## config.mk

```make
export PLATFORM = sky130hd
export DESIGN_NAME = fc_requant_relu
export DESIGN_NICKNAME = d
export VERILOG_FILES = /design/src/rtl/fc_requant_relu.sv
export SDC_FILE = /design/constraint.sdc
export NUM_CORES = 2
export LEC_CHECK = 0
export CAP_MARGIN = 20
export CORE_MARGIN = 1.5
export CORE_UTILIZATION = 45
export CTS_CLUSTER_DIAMETER = 100
export DETAILED_ROUTE_END_ITERATION = 12
export HOLD_SLACK_MARGIN = 0.15
export PLACE_DENSITY = 0.73
export SYNTH_ARGS = -nofsm -noshare
export SYNTH_HDL_FRONTEND = slang
export SYNTH_SLANG_ARGS = --single-unit
```

## constraint.sdc

```tcl
create_clock -name clk -period 16.6 [get_ports clk]
set_input_delay 3.32 -clock clk [delete_from_list [all_inputs] [get_ports clk]]
set_output_delay 3.32 -clock clk [all_outputs]
set_load 0.02 [all_outputs]
```

## src/rtl/fc_requant_relu.sv

```systemverilog
// fc_requant_relu: requantizes MAC accumulators (scale, round, ReLU, saturate) over valid/ready and pulses done per layer
module fc_requant_relu #(
    parameter int ACC_WIDTH   = 32,
    parameter int OUT_WIDTH   = 8,
    parameter int MULT_WIDTH  = 16,
    parameter int SHIFT_WIDTH = 5,
    parameter int CNT_WIDTH   = 10
) (
    input  logic                        clk,
    input  logic                        reset_n,
    input  logic                        i_run,
    input  logic [CNT_WIDTH-1:0]        i_num_out,
    input  logic [MULT_WIDTH-1:0]       i_mult,
    input  logic [SHIFT_WIDTH-1:0]      i_shift,
    input  logic                        i_relu_en,
    input  logic                        i_valid,
    input  logic [ACC_WIDTH-1:0]        i_acc,
    output logic                        o_ready,
    output logic                        o_valid,
    output logic signed [OUT_WIDTH-1:0] o_data,
    input  logic                        i_ready,
    output logic                        o_done
);
    localparam int PW = ACC_WIDTH + MULT_WIDTH + 1;
    localparam logic signed [PW:0] MAX_V = (PW+1)'((2 ** (OUT_WIDTH - 1)) - 1);
    localparam logic signed [PW:0] MIN_V = -MAX_V - (PW+1)'(1);

    typedef enum logic [1:0] {IDLE, RUN, DONE} state_t;

    state_t                  state, state_nxt;
    logic [CNT_WIDTH-1:0]    num_out, in_cnt, out_cnt;
    logic [MULT_WIDTH-1:0]   mult;
    logic [SHIFT_WIDTH-1:0]  shift;
    logic                    relu_en;
    logic                    s1_valid;
    logic signed [PW-1:0]    s1_prod;
    logic                    en, in_hs, out_hs, last_out;
    logic signed [PW:0]      half, rnd, r, rl;
    logic signed [OUT_WIDTH-1:0] sat;

    assign en       = ~o_valid | i_ready;
    assign o_ready  = en & (state == RUN) & (in_cnt < num_out) & ~i_run;
    assign in_hs    = i_valid & o_ready;
    assign out_hs   = o_valid & i_ready;
    assign last_out = out_hs & (out_cnt == num_out - CNT_WIDTH'(1));
    assign o_done   = (state == DONE) & ~i_run;

    // Next state: a run request restarts from any state; an empty layer finishes immediately
    always_comb begin
        state_nxt = state;
        if (i_run)
            state_nxt = RUN;
        else if (state == RUN && (num_out == '0 || last_out))
            state_nxt = DONE;
        else if (state == DONE)
            state_nxt = IDLE;
    end

    // Round half up, optional ReLU, saturate; one guard bit keeps the rounding add from overflowing
    always_comb begin
        half = (shift == '0) ? '0 : (PW+1)'(1) <<< (shift - SHIFT_WIDTH'(1));
        rnd  = $signed({s1_prod[PW-1], s1_prod}) + half;
        r    = rnd >>> shift;
        rl   = (relu_en && r[PW]) ? '0 : r;
        sat  = (rl > MAX_V) ? MAX_V[OUT_WIDTH-1:0] :
               (rl < MIN_V) ? MIN_V[OUT_WIDTH-1:0] : rl[OUT_WIDTH-1:0];
    end

    // State, layer configuration and handshake counters
    always_ff @(posedge clk or negedge reset_n) begin
        if (!reset_n) begin
            state   <= IDLE;
            num_out <= '0;
            mult    <= '0;
            shift   <= '0;
            relu_en <= 1'b0;
            in_cnt  <= '0;
            out_cnt <= '0;
        end else begin
            state <= state_nxt;
            if (i_run) begin
                num_out <= i_num_out;
                mult    <= i_mult;
                shift   <= i_shift;
                relu_en <= i_relu_en;
                in_cnt  <= '0;
                out_cnt <= '0;
            end else begin
                if (in_hs)
                    in_cnt <= in_cnt + CNT_WIDTH'(1);
                if (out_hs)
                    out_cnt <= out_cnt + CNT_WIDTH'(1);
            end
        end
    end

    // Two-stage pipeline: scale multiply, then requantize into the output register; frozen on stall
    always_ff @(posedge clk or negedge reset_n) begin
        if (!reset_n) begin
            s1_valid <= 1'b0;
            s1_prod  <= '0;
            o_valid  <= 1'b0;
            o_data   <= '0;
        end else if (i_run) begin
            s1_valid <= 1'b0;
            o_valid  <= 1'b0;
        end else if (en) begin
            s1_valid <= in_hs;
            if (in_hs)
                s1_prod <= PW'($signed(i_acc)) * PW'($signed({1'b0, mult}));
            o_valid <= s1_valid;
            if (s1_valid)
                o_data <= sat;
        end
    end
endmodule

```

Yosys cells after proc, flatten, opt, wreduce, memory -nomap -nowiden
Cells that the tools add are included.
- register bits after elaboration: 113
- logic and storage cells: 61
- output and inout port bits: 11
- bitwise gates (word level): 10
- multipliers: 1
- reductions and logical operators: 11
- equal/unequal tests: 3
- order comparisons: 3
- shift operators: 2
- muxes and demuxes: 15
- add/subtract/negate cells: 5
- operators with widths (cell ; number):
    $mux 50 ; 2
    $add 49x50->50 ; 1
    $gt 50x8->1 const B ; 1
    $lt 50x8->1 const B ; 1
    $sshl 1x5->50 const A ; 1
    $sshr 50x5->50 ; 1
    $mul 32x17->49 ; 1
    $mux 10 ; 4
    $add 10x1->10 const B ; 2
    $mux 8 ; 2
    $eq 10x10->1 ; 1
    $logic_not 10->1 ; 1
    $lt 10x10->1 ; 1
    $sub 10x1->10 const B ; 1
    $and 1x1->1 ; 7
    $mux 2 ; 3
    $reduce_and 3->1 ; 2
    $reduce_bool 2->1 ; 3
    $logic_not 5->1 ; 1
    $sub 5x1->5 const B ; 1
    $mux 1 ; 4
    $reduce_bool 3->1 ; 1
    $eq 2x1->1 const B ; 1
    $eq 2x2->1 const B ; 1
    other kinds (4) ; 6

Longest topological paths before layout
- word-level depth: 10
- gate-level depth with buffers: 30
- gate-level depth less buffers: 29

Worst setup path after synthesis
No wires, ideal clock.
- kind: input port to flip-flop
- start: in i_acc[9]
- end: reg s1_prod[47]
- required time: 16467 ps
- cell stages on the path: 29
- arrival: 10010 ps
- setup slack: 6457 ps
- library setup time: 133 ps
- cells stage by stage: clkbuf_1 nand2_1 fa_1 inv_1 fa_1 inv_1 fa_1 inv_1 fa_1 inv_1 fa_1 inv_1 fa_1 ha_1 a21o_1 a21oi_1 nand2_1 a21oi_1 o21ai_0 nand2_1 o211a_1 a2111oi_0 a31oi_1 o31ai_1 a2111oi_0 o31a_1 a21oi_1 xnor2_1 o21ai_0
- word-level cells in the longest chain between the ends: 1
- ends and longest elaborated chain (what ; RTL line ; source):
    from (decl) ; 17 ; input logic [ACC_WIDTH-1:0] i_acc,
    $mul 32x17->49 ; 110 ; s1_prod <= PW'($signed(i_acc)) * PW'($signed({1'b0, mult}));
    to (signal assigned) ; 110 ;
    to (decl) ; 36 ; logic signed [PW-1:0] s1_prod;
No other way between the ends.
A chain may end at the register's enable or synchronous reset.

Worst setup path in the final report
- start: in i_acc[9]
- end: reg s1_prod[43]
Same word-level chain as after synthesis.

==> reports/results.ini <==
[setup_path]
worst_path_largest_cell_delay_ps = 870
critPathKind = in2reg
cp.arrival_ps = 11340
r2r_slack_ps = 8480
cp.required_ps = 16910
r2r_cells = 26
cp.buffers_inverters = 6
crit_fanout = 16
reg2reg_to = s1_prod[43]
worstSetupStartpoint = i_acc[9]
reg2reg_from = mult[2]
cp_slowest_cell = clkdlybuf4s50_1
cp-endpoint = s1_prod[43]
cp.depth = 29
cp_top_family = adder cells
cp-start-kind = primary input
crit_path_frequent_cell = fa_1
endpoint_kind = flop

[outcome]
run_status = completed

[logic_synthesis]
ys_types = 98
synth_warnings = 0
ys_ff_latch = 113
synth.top_cell.area_share = 0.324
synth_area_mm2 = 0.0303
post_synth_inst_count = 3667
synth_nets = 4387
synth_area_leaders = fa_1 (32%), dfrtp_1 (9.3%), inv_1 (7.0%)
synth_top_cell_by_area = fa_1
async_reset_ff_frac = 1.00
syn_avg_cell_area_um2 = 8.26
synth_edf_count = 0
yosysSeqAreaShare = 0.0934
synthFlopType = dfrtp_1

[floorplan]
die_h_um = 262
die_area_mm2 = 0.0688
design.portCount = 80
rows = 94
fp.dieW_um = 262
core_mm2 = 0.0662
start_util = 0.457

[hold_path]
hp-class = reg2reg
worstHoldStart = s1_prod[22]

[grt]
grt_pass1_vias = 25700
gr-total-overflow = 0
grt_pass1_wl_um = 139000
grt_max_degree = 107
antenna_found_initial = 2
grt_usage = 0.249

[cts]
clk_pin_slew_ps = 60
insertion_delay_ps = 480
htreeDepth = 4
postCtsSetupBuffers = 0
holdBufCountCts = 0
tritoncts = yes
cts_buffers = 17
cts_buffer_depth = 2
cts-root-buf = clkbuf_16
cts_resized = 0
cts.sinks = 113

[detailed_routing]
drc = 0
firstDrtPassIters = 6
wl_um = 84900
wl_per_cell_um = 18.9
antenna_left = 0
viasPerCell = 5.81
drt_iter0_drc = 2413
num_vias = 26000

[placement]
dpl.hpwl_um = 67600
placed_area_mm2 = 0.0317
gp_congestion = 0.966
pre_cts_ws_ps = 5050
io_buffers = 79

[timing]
hold_viol = 0
rsz0062_at_grt = no
tns_ps = 0
finalSetupViolCount = 0
setup_slack_ps = 5570
slew_violations = 0
clock_skew_ps = 20.1
slew_headroom = 0.277
clock.fmax_mhz = 90.7
fin_crit_sh = 0.664
worst_pin_slew_ps = 1080
fin_crit_ps = 11030

[final_layout]
final_cell_area_mm2 = 0.0323
drive_gt1_frac = 0.0495
areaGrowthSynthToFinish_pct = 6.52
layout.nets = 4322
fillers = 6243
seq_area_mm2 = 0.00283
multi_input_area_mm2 = 0.0246

[flow_run]
drv_cap = 0

## stage by stage
step	hold slack, ps	std cells	util
4_1_cts	496	4479	0.487
3_3_place_gp	472	4446	0.478
6_report	491	4480	0.487
2_1_floorplan	455	3667	-
3_5_place_dp	478	4447	0.478
5_1_grt	513	4479	0.487
## state kept, by name (all words and copies together) (netlist names)
signal    flops
s1_prod      49
mult         16
in_cnt       10
num_out      10
out_cnt      10
o_data        8
shift         5
state         2
o_valid       1
relu_en       1
s1_valid      1
## kinds of logic after synthesis
group,after synthesis,share of synthesized area
xor+xnor,96,0.0278
compound gates,669,0.151
mux,93,0.0387
simple gates,1278,0.203
other cells,1,0.000124
fa+ha+maj,651,0.391
flops,113,0.0934
buf+inv,766,0.0960
## worst min-delay path, cell delays in order, from the launching register on
cell,delay [ps]
dfrtp_1,350
nand2_1,50
o21ai_0,60
## how the worst min path moves through the flow
stage	end	slack (ps)	cells past startpoint
after CTS	s1_prod[22]	500	2
after global routing	s1_prod[9]	510	2
after global placement	s1_prod[22]	470	2
final	s1_prod[22]	490	2
after detailed placement	s1_prod[20]	480	2
after floorplan	s1_prod[23]	460	2
## per-layer routing
metal  global-route usage  vias to the layer above  routed length, um
met4               0.0915                        2               2940
li1                     -                    11900                  -
met1                0.347                    12800              37300
met2                0.389                     1079              38200
met3               0.0454                      183               6390
met5                    0                        -                 16
## cell usage after synthesis (26+ instances only)
library cell / number
nor3_1: 61
nand2_1: 529
clkbuf_1: 160
xnor2_1: 49
nand4_1: 38
a21oi_1: 137
nor4_1: 26
ha_1: 161
mux2_2: 43
fa_1: 490
o211ai_1: 37
a31oi_1: 28
mux2i_1: 35
inv_1: 565
xor2_1: 47
nand3_1: 65
dfrtp_1: 113
nor2_1: 197
a21o_1: 33
a211oi_1: 39
and2_1: 225
o21ai_0: 158
## cell type report
class,count,area share
antenna,1,0.0000776
clock buffer,17,0.0132
multi-input combinational,2788,0.761
inverter,568,0.0661
clock inverter,15,0.00504
sequential,113,0.0878
timing repair buffer,114,0.0331
tap,864,0.0335
## layout by cell type, fill, tap and decap left out, types with 12 or more instances in the layout
cell             synthesis  layout
a2111oi_0               13      13
a211o_1                 12      12
a211oi_1                39      39
a21o_1                  33      33
a21oi_1                137     137
a311oi_1                15      15
a31oi_1                 28      28
and2_1                 225     225
and3_1                  23      23
buf_4                    2      35
clkbuf_16                0      17
clkdlybuf4s50_1          0      77
dfrtp_1                113     109
fa_1                   490     490
ha_1                   161     161
inv_1                  565     563
mux2_2                  43      43
mux2i_1                 35      35
mux4_2                  15      15
nand2_1                529     528
nand2b_1                23      23
nand3_1                 65      65
nand4_1                 38      38
nor2_1                 197     197
nor3_1                  61      61
nor4_1                  26      26
o2111ai_1               12      12
o211ai_1                37      37
o21a_1                  20      20
o21ai_0                158     158
o31ai_1                 23      23
or2_2                   14      14
or3_1                   23      23
xnor2_1                 49      49
xor2_1                  47      47
Power is left out: the tool's default activity adds up to more than one toggle a clock period on the data nets, which glitch-free logic cannot reach.
